==> config.mk <==
export PLATFORM = sky130hd
export DESIGN_NAME = matmul_core
export DESIGN_NICKNAME = d
export VERILOG_FILES = /design/src/rtl/matmul_core.sv
export SDC_FILE = /design/constraint.sdc
export NUM_CORES = 1
export LEC_CHECK = 0
export BUFFER_PORTS_ARGS = -buffer_cell sky130_fd_sc_hd__buf_4
export CAP_MARGIN = 25
export CELL_PAD_IN_SITES_DETAIL_PLACEMENT = 0
export CELL_PAD_IN_SITES_GLOBAL_PLACEMENT = 1
export CORE_MARGIN = 2
export CORE_UTILIZATION = 33
export DETAILED_ROUTE_END_ITERATION = 10
export PLACE_DENSITY = 0.56
export SKIP_CTS_REPAIR_TIMING = 1
export SYNTH_ARGS = -nofsm -noshare
export SYNTH_HDL_FRONTEND = slang
export SYNTH_SLANG_ARGS = --single-unit
==> constraint.sdc <==
create_clock -name clock -period 11.3 [get_ports clock]
set_input_delay 2.825 -clock clock [delete_from_list [all_inputs] [get_ports clock]]
set_output_delay 2.825 -clock clock [all_outputs]
set_load 0.01 [all_outputs]
==> src/rtl/matmul_core.sv <==
// Hardwired matrix-multiply core: D = A x B over a single-port data memory.
// Several instances can split one job by rows, selected by CORE_ID/NUM_CORES.
module matmul_core #(
    parameter int DATA_W    = 16,
    parameter int ADDR_W    = 8,
    parameter int DIM_W     = 8,
    parameter int NUM_CORES = 1,
    parameter int CORE_ID   = 0,
    parameter int SAT       = 1
) (
    input  logic              clock,
    input  logic              reset_n,
    input  logic [1:0]        status,
    input  logic [DIM_W-1:0]  dim_i,
    input  logic [DIM_W-1:0]  dim_j,
    input  logic [DIM_W-1:0]  dim_k,
    input  logic [ADDR_W-1:0] base_a,
    input  logic [ADDR_W-1:0] base_b,
    input  logic [ADDR_W-1:0] base_d,
    output logic [ADDR_W-1:0] addr_data_0,
    output logic              write_en0,
    output logic [DATA_W-1:0] datain0,
    input  logic [DATA_W-1:0] dataout0,
    output logic              end_process,
    output logic              busy,
    output logic              overflow
);

    localparam int ACC_W = 2 * DATA_W + DIM_W;
    localparam int PW    = 2 * DIM_W + ADDR_W;
    localparam logic             SAT_EN    = (SAT != 32'sd0);
    localparam logic [DIM_W:0]   CORE_ID_W = (DIM_W + 1)'(CORE_ID);
    localparam logic [DIM_W:0]   NC_W      = (DIM_W + 1)'(NUM_CORES);

    typedef enum logic [2:0] {
        S_IDLE  = 3'd0,
        S_RD_A  = 3'd1,
        S_RD_B  = 3'd2,
        S_MAC   = 3'd3,
        S_WRITE = 3'd4,
        S_DONE  = 3'd5
    } state_t;

    state_t              state_q, state_d, state_n_s;
    logic [DIM_W-1:0]    dim_i_q, dim_i_d, dim_j_q, dim_j_d, dim_k_q, dim_k_d;
    logic [ADDR_W-1:0]   base_a_q, base_a_d, base_b_q, base_b_d, base_d_q, base_d_d;
    logic [DIM_W-1:0]    i_q, i_d, j_q, j_d, k_q, k_d;
    logic [DATA_W-1:0]   a_q, a_d;
    logic [ACC_W-1:0]    acc_q, acc_d;
    logic                overflow_q, overflow_d;

    logic [PW-1:0]       addr_a_s, addr_b_s, addr_d_s;
    logic [DIM_W:0]      i_next_s;
    logic                k_last_s, j_last_s, ovf_s, abort_s, zero_job_s;

    // Address arithmetic is done wide and then truncated so sums wrap modulo 2^ADDR_W.
    always_comb begin
        addr_a_s   = PW'(base_a_q) + PW'(i_q) * PW'(dim_k_q) + PW'(k_q);
        addr_b_s   = PW'(base_b_q) + PW'(k_q) * PW'(dim_j_q) + PW'(j_q);
        addr_d_s   = PW'(base_d_q) + PW'(i_q) * PW'(dim_j_q) + PW'(j_q);
        i_next_s   = {1'b0, i_q} + NC_W;
        k_last_s   = ({1'b0, k_q} + (DIM_W + 1)'(1)) >= {1'b0, dim_k_q};
        j_last_s   = ({1'b0, j_q} + (DIM_W + 1)'(1)) >= {1'b0, dim_j_q};
        ovf_s      = |acc_q[ACC_W-1:DATA_W];
        abort_s    = (status == 2'b11) &&
                     ((state_q == S_RD_A) || (state_q == S_RD_B) ||
                      (state_q == S_MAC)  || (state_q == S_WRITE));
        zero_job_s = (dim_i == '0) || (dim_j == '0) || (dim_k == '0) ||
                     (CORE_ID_W >= {1'b0, dim_i});
    end

    // Next-state and datapath update.
    always_comb begin
        state_n_s  = state_q;
        dim_i_d    = dim_i_q;
        dim_j_d    = dim_j_q;
        dim_k_d    = dim_k_q;
        base_a_d   = base_a_q;
        base_b_d   = base_b_q;
        base_d_d   = base_d_q;
        i_d        = i_q;
        j_d        = j_q;
        k_d        = k_q;
        a_d        = a_q;
        acc_d      = acc_q;
        overflow_d = overflow_q;
        case (state_q)
            S_IDLE: begin
                if (status == 2'b01) begin
                    dim_i_d    = dim_i;
                    dim_j_d    = dim_j;
                    dim_k_d    = dim_k;
                    base_a_d   = base_a;
                    base_b_d   = base_b;
                    base_d_d   = base_d;
                    overflow_d = 1'b0;
                    i_d        = CORE_ID_W[DIM_W-1:0];
                    j_d        = '0;
                    k_d        = '0;
                    acc_d      = '0;
                    state_n_s  = zero_job_s ? S_DONE : S_RD_A;
                end else begin
                    state_n_s  = S_IDLE;
                end
            end
            S_RD_A: state_n_s = S_RD_B;
            S_RD_B: begin
                a_d       = dataout0;
                state_n_s = S_MAC;
            end
            S_MAC: begin
                acc_d = acc_q + ACC_W'(a_q) * ACC_W'(dataout0);
                if (k_last_s) begin
                    k_d       = '0;
                    state_n_s = S_WRITE;
                end else begin
                    k_d       = k_q + DIM_W'(1);
                    state_n_s = S_RD_A;
                end
            end
            S_WRITE: begin
                // The write itself is Moore-decoded, so an abort here still completes it.
                overflow_d = overflow_q | ovf_s;
                acc_d      = '0;
                if (!j_last_s) begin
                    j_d       = j_q + DIM_W'(1);
                    state_n_s = S_RD_A;
                end else begin
                    j_d       = '0;
                    i_d       = i_next_s[DIM_W-1:0];
                    state_n_s = (i_next_s >= {1'b0, dim_i_q}) ? S_DONE : S_RD_A;
                end
            end
            S_DONE: state_n_s = (status == 2'b00) ? S_IDLE : S_DONE;
            default: state_n_s = S_IDLE;
        endcase
        state_d = abort_s ? S_IDLE : state_n_s;
    end

    // State and datapath registers.
    always_ff @(posedge clock or negedge reset_n) begin
        if (!reset_n) begin
            state_q    <= S_IDLE;
            dim_i_q    <= '0;
            dim_j_q    <= '0;
            dim_k_q    <= '0;
            base_a_q   <= '0;
            base_b_q   <= '0;
            base_d_q   <= '0;
            i_q        <= '0;
            j_q        <= '0;
            k_q        <= '0;
            a_q        <= '0;
            acc_q      <= '0;
            overflow_q <= 1'b0;
        end else begin
            state_q    <= state_d;
            dim_i_q    <= dim_i_d;
            dim_j_q    <= dim_j_d;
            dim_k_q    <= dim_k_d;
            base_a_q   <= base_a_d;
            base_b_q   <= base_b_d;
            base_d_q   <= base_d_d;
            i_q        <= i_d;
            j_q        <= j_d;
            k_q        <= k_d;
            a_q        <= a_d;
            acc_q      <= acc_d;
            overflow_q <= overflow_d;
        end
    end

    // Moore output decode from registered state only.
    always_comb begin
        addr_data_0 = '0;
        write_en0   = 1'b0;
        datain0     = '0;
        end_process = (state_q == S_DONE);
        busy        = (state_q != S_IDLE) && (state_q != S_DONE);
        overflow    = overflow_q;
        case (state_q)
            S_RD_A:  addr_data_0 = addr_a_s[ADDR_W-1:0];
            S_RD_B:  addr_data_0 = addr_b_s[ADDR_W-1:0];
            S_WRITE: begin
                addr_data_0 = addr_d_s[ADDR_W-1:0];
                write_en0   = 1'b1;
                datain0     = (SAT_EN && ovf_s) ? {DATA_W{1'b1}} : acc_q[DATA_W-1:0];
            end
            default: addr_data_0 = '0;
        endcase
    end

endmodule

# After elaboration in Yosys (flattened, before gate mapping)
# Index checks and enable logic that the tools add are counted.
[classes]
add_sub_neg = 12
multipliers = 4
div = 0
n_lt_le_gt_ge = 4
eq_ne = 10
shifts = 0
mux = 23
n_bitwise = 1
n_reduce_logical = 23
[ops]
columns = ["op", "count"]
rows = [
  ["$pmux W40 S3", 1],
  ["$add A8 B8 Y8", 6],
  ["$pmux W8 S2", 3],
  ["$add A40 B32 Y40", 1],
  ["$mux W40", 1],
  ["$mul A16 B16 Y32", 1],
  ["$mux W16", 2],
  ["$mux W8", 4],
  ["$add A8 B1 Y9 const B", 3],
  ["$ge A9 B8 Y1", 3],
  ["$logic_not A8 Y1", 3],
  ["$mul A8 B8 Y8", 3],
  ["$pmux W8 S3", 1],
  ["$reduce_or A24 Y1", 1],
  ["$mux W3", 7],
  ["$pmux W3 S6", 1],
  ["$add A8 B1 Y8 const B", 2],
  ["$ge A1 B8 Y1 const A", 1],
  ["$reduce_and A2 Y1", 4],
  ["$eq A3 B2 Y1 const B", 2],
  ["$eq A3 B3 Y1 const B", 2],
  ["$logic_or A1 B1 Y1", 6],
  ["$reduce_bool A3 Y1", 2],
  ["$ne A2 B2 Y1 const B", 2],
  ["12 further kinds", 15],
]
[word_totals]
regBits = 132
latchBits = 0
ramBits = 0
rom_bits = 0
in_bits = 68
out_inout_bits = 28
word_cells = 90
n_memories = 0

# Depth between registers and ports, before layout
[logic_depth]
ltp_word = 8
ltp_mapped = 24
ltp_nobuf = 22

# Worst setup path before layout
# Ideal clock, no wire load.
[synth_timing]
path_kind = "input-to-reg"
start = "input port dataout0[7]"
end = "register acc_q[36]"
setup_ns = 0.079
arrival_time_ns = 8.205
t_required_ns = 11.221
slack_ns = 3.015
cell_stages = 21
n_path_buf = 2
cell_sequence = "clkbuf_1 > clkbuf_1 > nand2_1 > fa_1 > inv_1 > fa_1 > fa_1 > fa_1 > fa_1 > inv_1 > fa_1 > inv_1 > ha_1 > and4_4 > and3_4 > a221oi_1 > nand4_1 > o21ai_2 > o31ai_2 > nand3_1 > mux2i_1"
[synth_via]
elab_chain_len = 3
[synth_rtl]
columns = ["item", "line", "source"]
rows = [
  ["start, declared", "23", "input logic [DATA_W-1:0] dataout0,"],
  ["$mul A16 B16 Y32", "112", "acc_d = acc_q + ACC_W'(a_q) * ACC_W'(dataout0);"],
  ["$add A40 B32 Y40", "112", ""],
  ["$pmux W40 S3", "87", "case (state_q)"],
  ["end signal, assigned", "154", "acc_q <= '0;"],
  ["end signal, assigned", "168", "acc_q <= acc_d;"],
  ["end, declared", "49", "logic [ACC_W-1:0] acc_q, acc_d;"],
]
# Every way passes these cells.
# A chain may end at the register's enable or synchronous reset.

# Worst setup path in the final report
[layout_timing]
start = "register dim_j_q[0]"
end = "output port addr_data_0[7]"
[layout_via]
elab_chain_len = 4
word_cells_on_any_way = 7
classes_between = "4 x add/sub; 2 x mul; 1 x mux"
[layout_rtl]
columns = ["item", "line", "source"]
rows = [
  ["start, declared", "45", "logic [DIM_W-1:0] dim_i_q, dim_i_d, dim_j_q, dim_j_d, dim_k_q, dim_k_d;"],
  ["start signal, assigned", "159", "dim_j_q <= dim_j_d;"],
  ["$mul A8 B8 Y8, on equally long branches", "60, 59", ""],
  ["$add A8 B8 Y8, on equally long branches (2 in series)", "60, 59", ""],
  ["$pmux W8 S3 *", "181", "case (state_q)"],
  ["end, declared", "20", "output logic [ADDR_W-1:0] addr_data_0,"],
]
# Mark *: on every way between the ends. The rest lies on a longest branch, timed or not.

==> metrics <==
status completed; post-synthesis sequential area ratio 0.166; Final Hold Viols 0; initial core utilization 0.332; worst-skew pair later-pin latency roughly 0.47 ns; Layout Skew 0.0138 ns; total grt overflow 0; Initial DRC Count between 600 and 700; gr usage total 0.185; antenna viol nets, final 0; Fin Setup TNS 0 ns; CTS clock-pin slew for the worst setup and hold paths 0.07 ns; fmax 121 MHz; first-pass iteration count of the detailed router 5; H-tree levels 4; post-DP HPWL 43.9 mm; syn_nets 2,823; number of global-route vias before repair 16,000; DRC 0; drt via density 4.74; share of layout cells above drive strength 1 0.0770; DRT Wirelength about 54 mm; IO Pins 96; WL/cell 17.5 um; synthesized flop and latch total 132; die area 62,400 sq um; Worst EP arrival ~5.5 ns; Die Y about 250 um; number of CTS-inserted buffers 17; P&R area growth vs syn 10.7%; initial antenna violation count 0; RD Place Congestion 0.813; pin count of the biggest net entering global routing between 90 and 100; Max clock buf depth 2; CP Capture Type output pin; final-report max-slew violation count 0; Rows 90; Post-Syn Instances 2,260; Die Span X 250 um; Top FF cell, synth dfrtp_1; Setup Viol. Count Final 0; EDFF count, synth 0; final period utilization 0.733; detailed-route via count ~15,000; first-pass GRT wire length around 89 mm; Final Net Count around 2,900; CORE AREA between 60,000 and 70,000 sq um; CP Max Fanout 18; Port Buf Inserts 95; Hold Crit Class register to register; slowest cell delay on critical path 0.87 ns; worst-path cell chain nand2_1, fa_1, fa_1, inv_1, fa_1, fa_1, fa_1, xor2_1, xnor2_1, xnor2_1, xnor2_1, xnor2_1, xnor2_1, a22oi_1, o31ai_1, buf_4; worst slew pin tran 0.893 ns; Synth Warn # 0; MaxCap Viol Count 0; Rel. slew slack 0.403; Setup CP Type register to output pin; Netlist cell types 64; Slowest-stage cell, CP dfrtp_1; worst endpoint required time 8.48 ns; clock sink count 132; FFs w/ async S/R, synth 1.00; syn avg cell area 8.82 sq um; RSZ-0062 raised after global routing false; CTS root buffer clkbuf_16; CTS tree built; type of origin of the critical path register; fin crit period 8.28 ns; Mapped Area 19,900 sq um
[cell families after synthesis]
logic type               after synthesis  share of synthesized area
AO/OA/AOI/OAI                        272                     0.0890
XOR/XNOR                             112                     0.0492
adder cells (fa/ha/maj)              495                      0.421
buffers and inverters                590                      0.112
flip-flops                           132                      0.166
multiplexers                          30                     0.0166
AND/OR/NAND/NOR                      629                      0.147
[cells in the final DEF (no fill, tap or decap), types with 5 or more instances in the layout]
cell type and instances:
a211oi_1 7, a21o_1 22, a21oi_1 50, a22o_1 7
a22oi_1 8, a31oi_1 7, a32o_1 14, and2_1 151
and3_1 6, buf_4 104, clkbuf_16 17, dfrtp_1 132
fa_1 292, ha_1 203, inv_1 501, mux2_1 9
mux2_2 16, mux2i_1 5, nand2_1 324, nand2b_1 11
nand3_1 37, nor2_1 63, nor4_1 12, o211ai_1 6
o21a_1 6, o21ai_0 47, o21ai_1 45, o21bai_1 14
o22ai_1 7, xnor2_1 74, xor2_1 38
[metal layers]
metal	vias up	routed length, um	global-route usage
li1	7019	-	-
met1	7374	26200	0.255
met2	229	25400	0.304
met3	54	1770	0.0272
met4	0	888	0.0466
met5	-	0	0
[synth_stat cells (all sizes together) (3+ instances only)]
master | n | area share
nand2 | 324 | 0.061
a211oi | 11 | 0.0051
o21ai | 95 | 0.024
o211ai | 7 | 0.0029
o2111ai | 3 | 0.0013
clkbuf | 76 | 0.014
and3 | 7 | 0.0024
a21o | 22 | 0.0083
nor4 | 12 | 0.0038
xor2 | 38 | 0.017
nor2 | 66 | 0.012
a32o | 14 | 0.0070
nand3 | 38 | 0.0098
o21a | 6 | 0.0023
nand2b | 11 | 0.0035
nor2b | 4 | 0.0013
a22o | 7 | 0.0031
o31ai | 5 | 0.0021
nor3 | 6 | 0.0020
a31oi | 7 | 0.0022
a22oi | 8 | 0.0030
fa | 292 | 0.29
a31o | 3 | 0.0013
a21oi | 51 | 0.013
a211o | 3 | 0.0013
mux2i | 5 | 0.0025
inv | 502 | 0.095
xnor2 | 74 | 0.033
and2 | 151 | 0.047
o22ai | 7 | 0.0022
o21bai | 14 | 0.0053
or2 | 3 | 0.00094
ha | 203 | 0.13
dfrtp | 132 | 0.17
buf | 12 | 0.0028
mux2 | 25 | 0.014
[path summary, 6_finish.rpt]
kind,end,slack [ns],cells after the start,startpoint
setup / recovery,addr_data_0[7],3.02,16,dim_j_q[0]
hold / removal,acc_q[36],0.51,1,acc_q[36]
setup reg to reg,acc_q[23],4.81,21,a_q[14]
hold reg to reg,acc_q[36],0.51,1,acc_q[36]
max in group asynchronous,acc_q[17],7.99,2,reset_n
min in group asynchronous,base_a_q[5],2.25,1,reset_n
[layout make-up]
cell class,instances,area [sq um]
diodes,1,2.50
clock inverters,14,193
flip-flops and latches,132,3300
fillers,6229,38000
repair buffers,108,850
well taps,782,978
inverters,502,1880
multi-input cells,1538,14400
clock buffers,17,425
[worst max-delay path, delay by kind of cell (launching register included)]
family	cells	cell delay [ns]
DFF	1	0.87
xor gates and xnor gates	6	1.02
AOI/OAI and AO/OA	2	0.27
buffers and inverters	2	0.26
and+or+nand+nor	1	0.17
adders and majority gates	5	2.40
[state kept, by name (all words and copies together), names as in the netlist]
signal	cells
dim_j_q	8
j_q	8
a_q	16
overflow	1
k_q	8
dim_k_q	8
i_q	8
base_a_q	8
base_d_q	8
dim_i_q	8
base_b_q	8
state_q	3
acc_q	40
[per-stage QoR]
stage / area [sq um] / cells / utilization / hold slack [ns] / setup slack (ns)
final: 22100 / 3094 / 0.368 / 0.510 / 3.02
after floorplan: 19900 / 2260 / - / 0.459 / 3.02
after detailed placement: 21400 / 3060 / 0.357 / 0.494 / 2.67
after global routing: 22100 / 3093 / 0.368 / 0.530 / 2.74
after CTS: 22000 / 3091 / 0.367 / 0.508 / 2.93
after global placement: 21400 / 3059 / 0.356 / 0.479 / 2.62
Power is not shown: default switching activity piles up to over one toggle a cycle in this logic, so the estimate is an artifact.
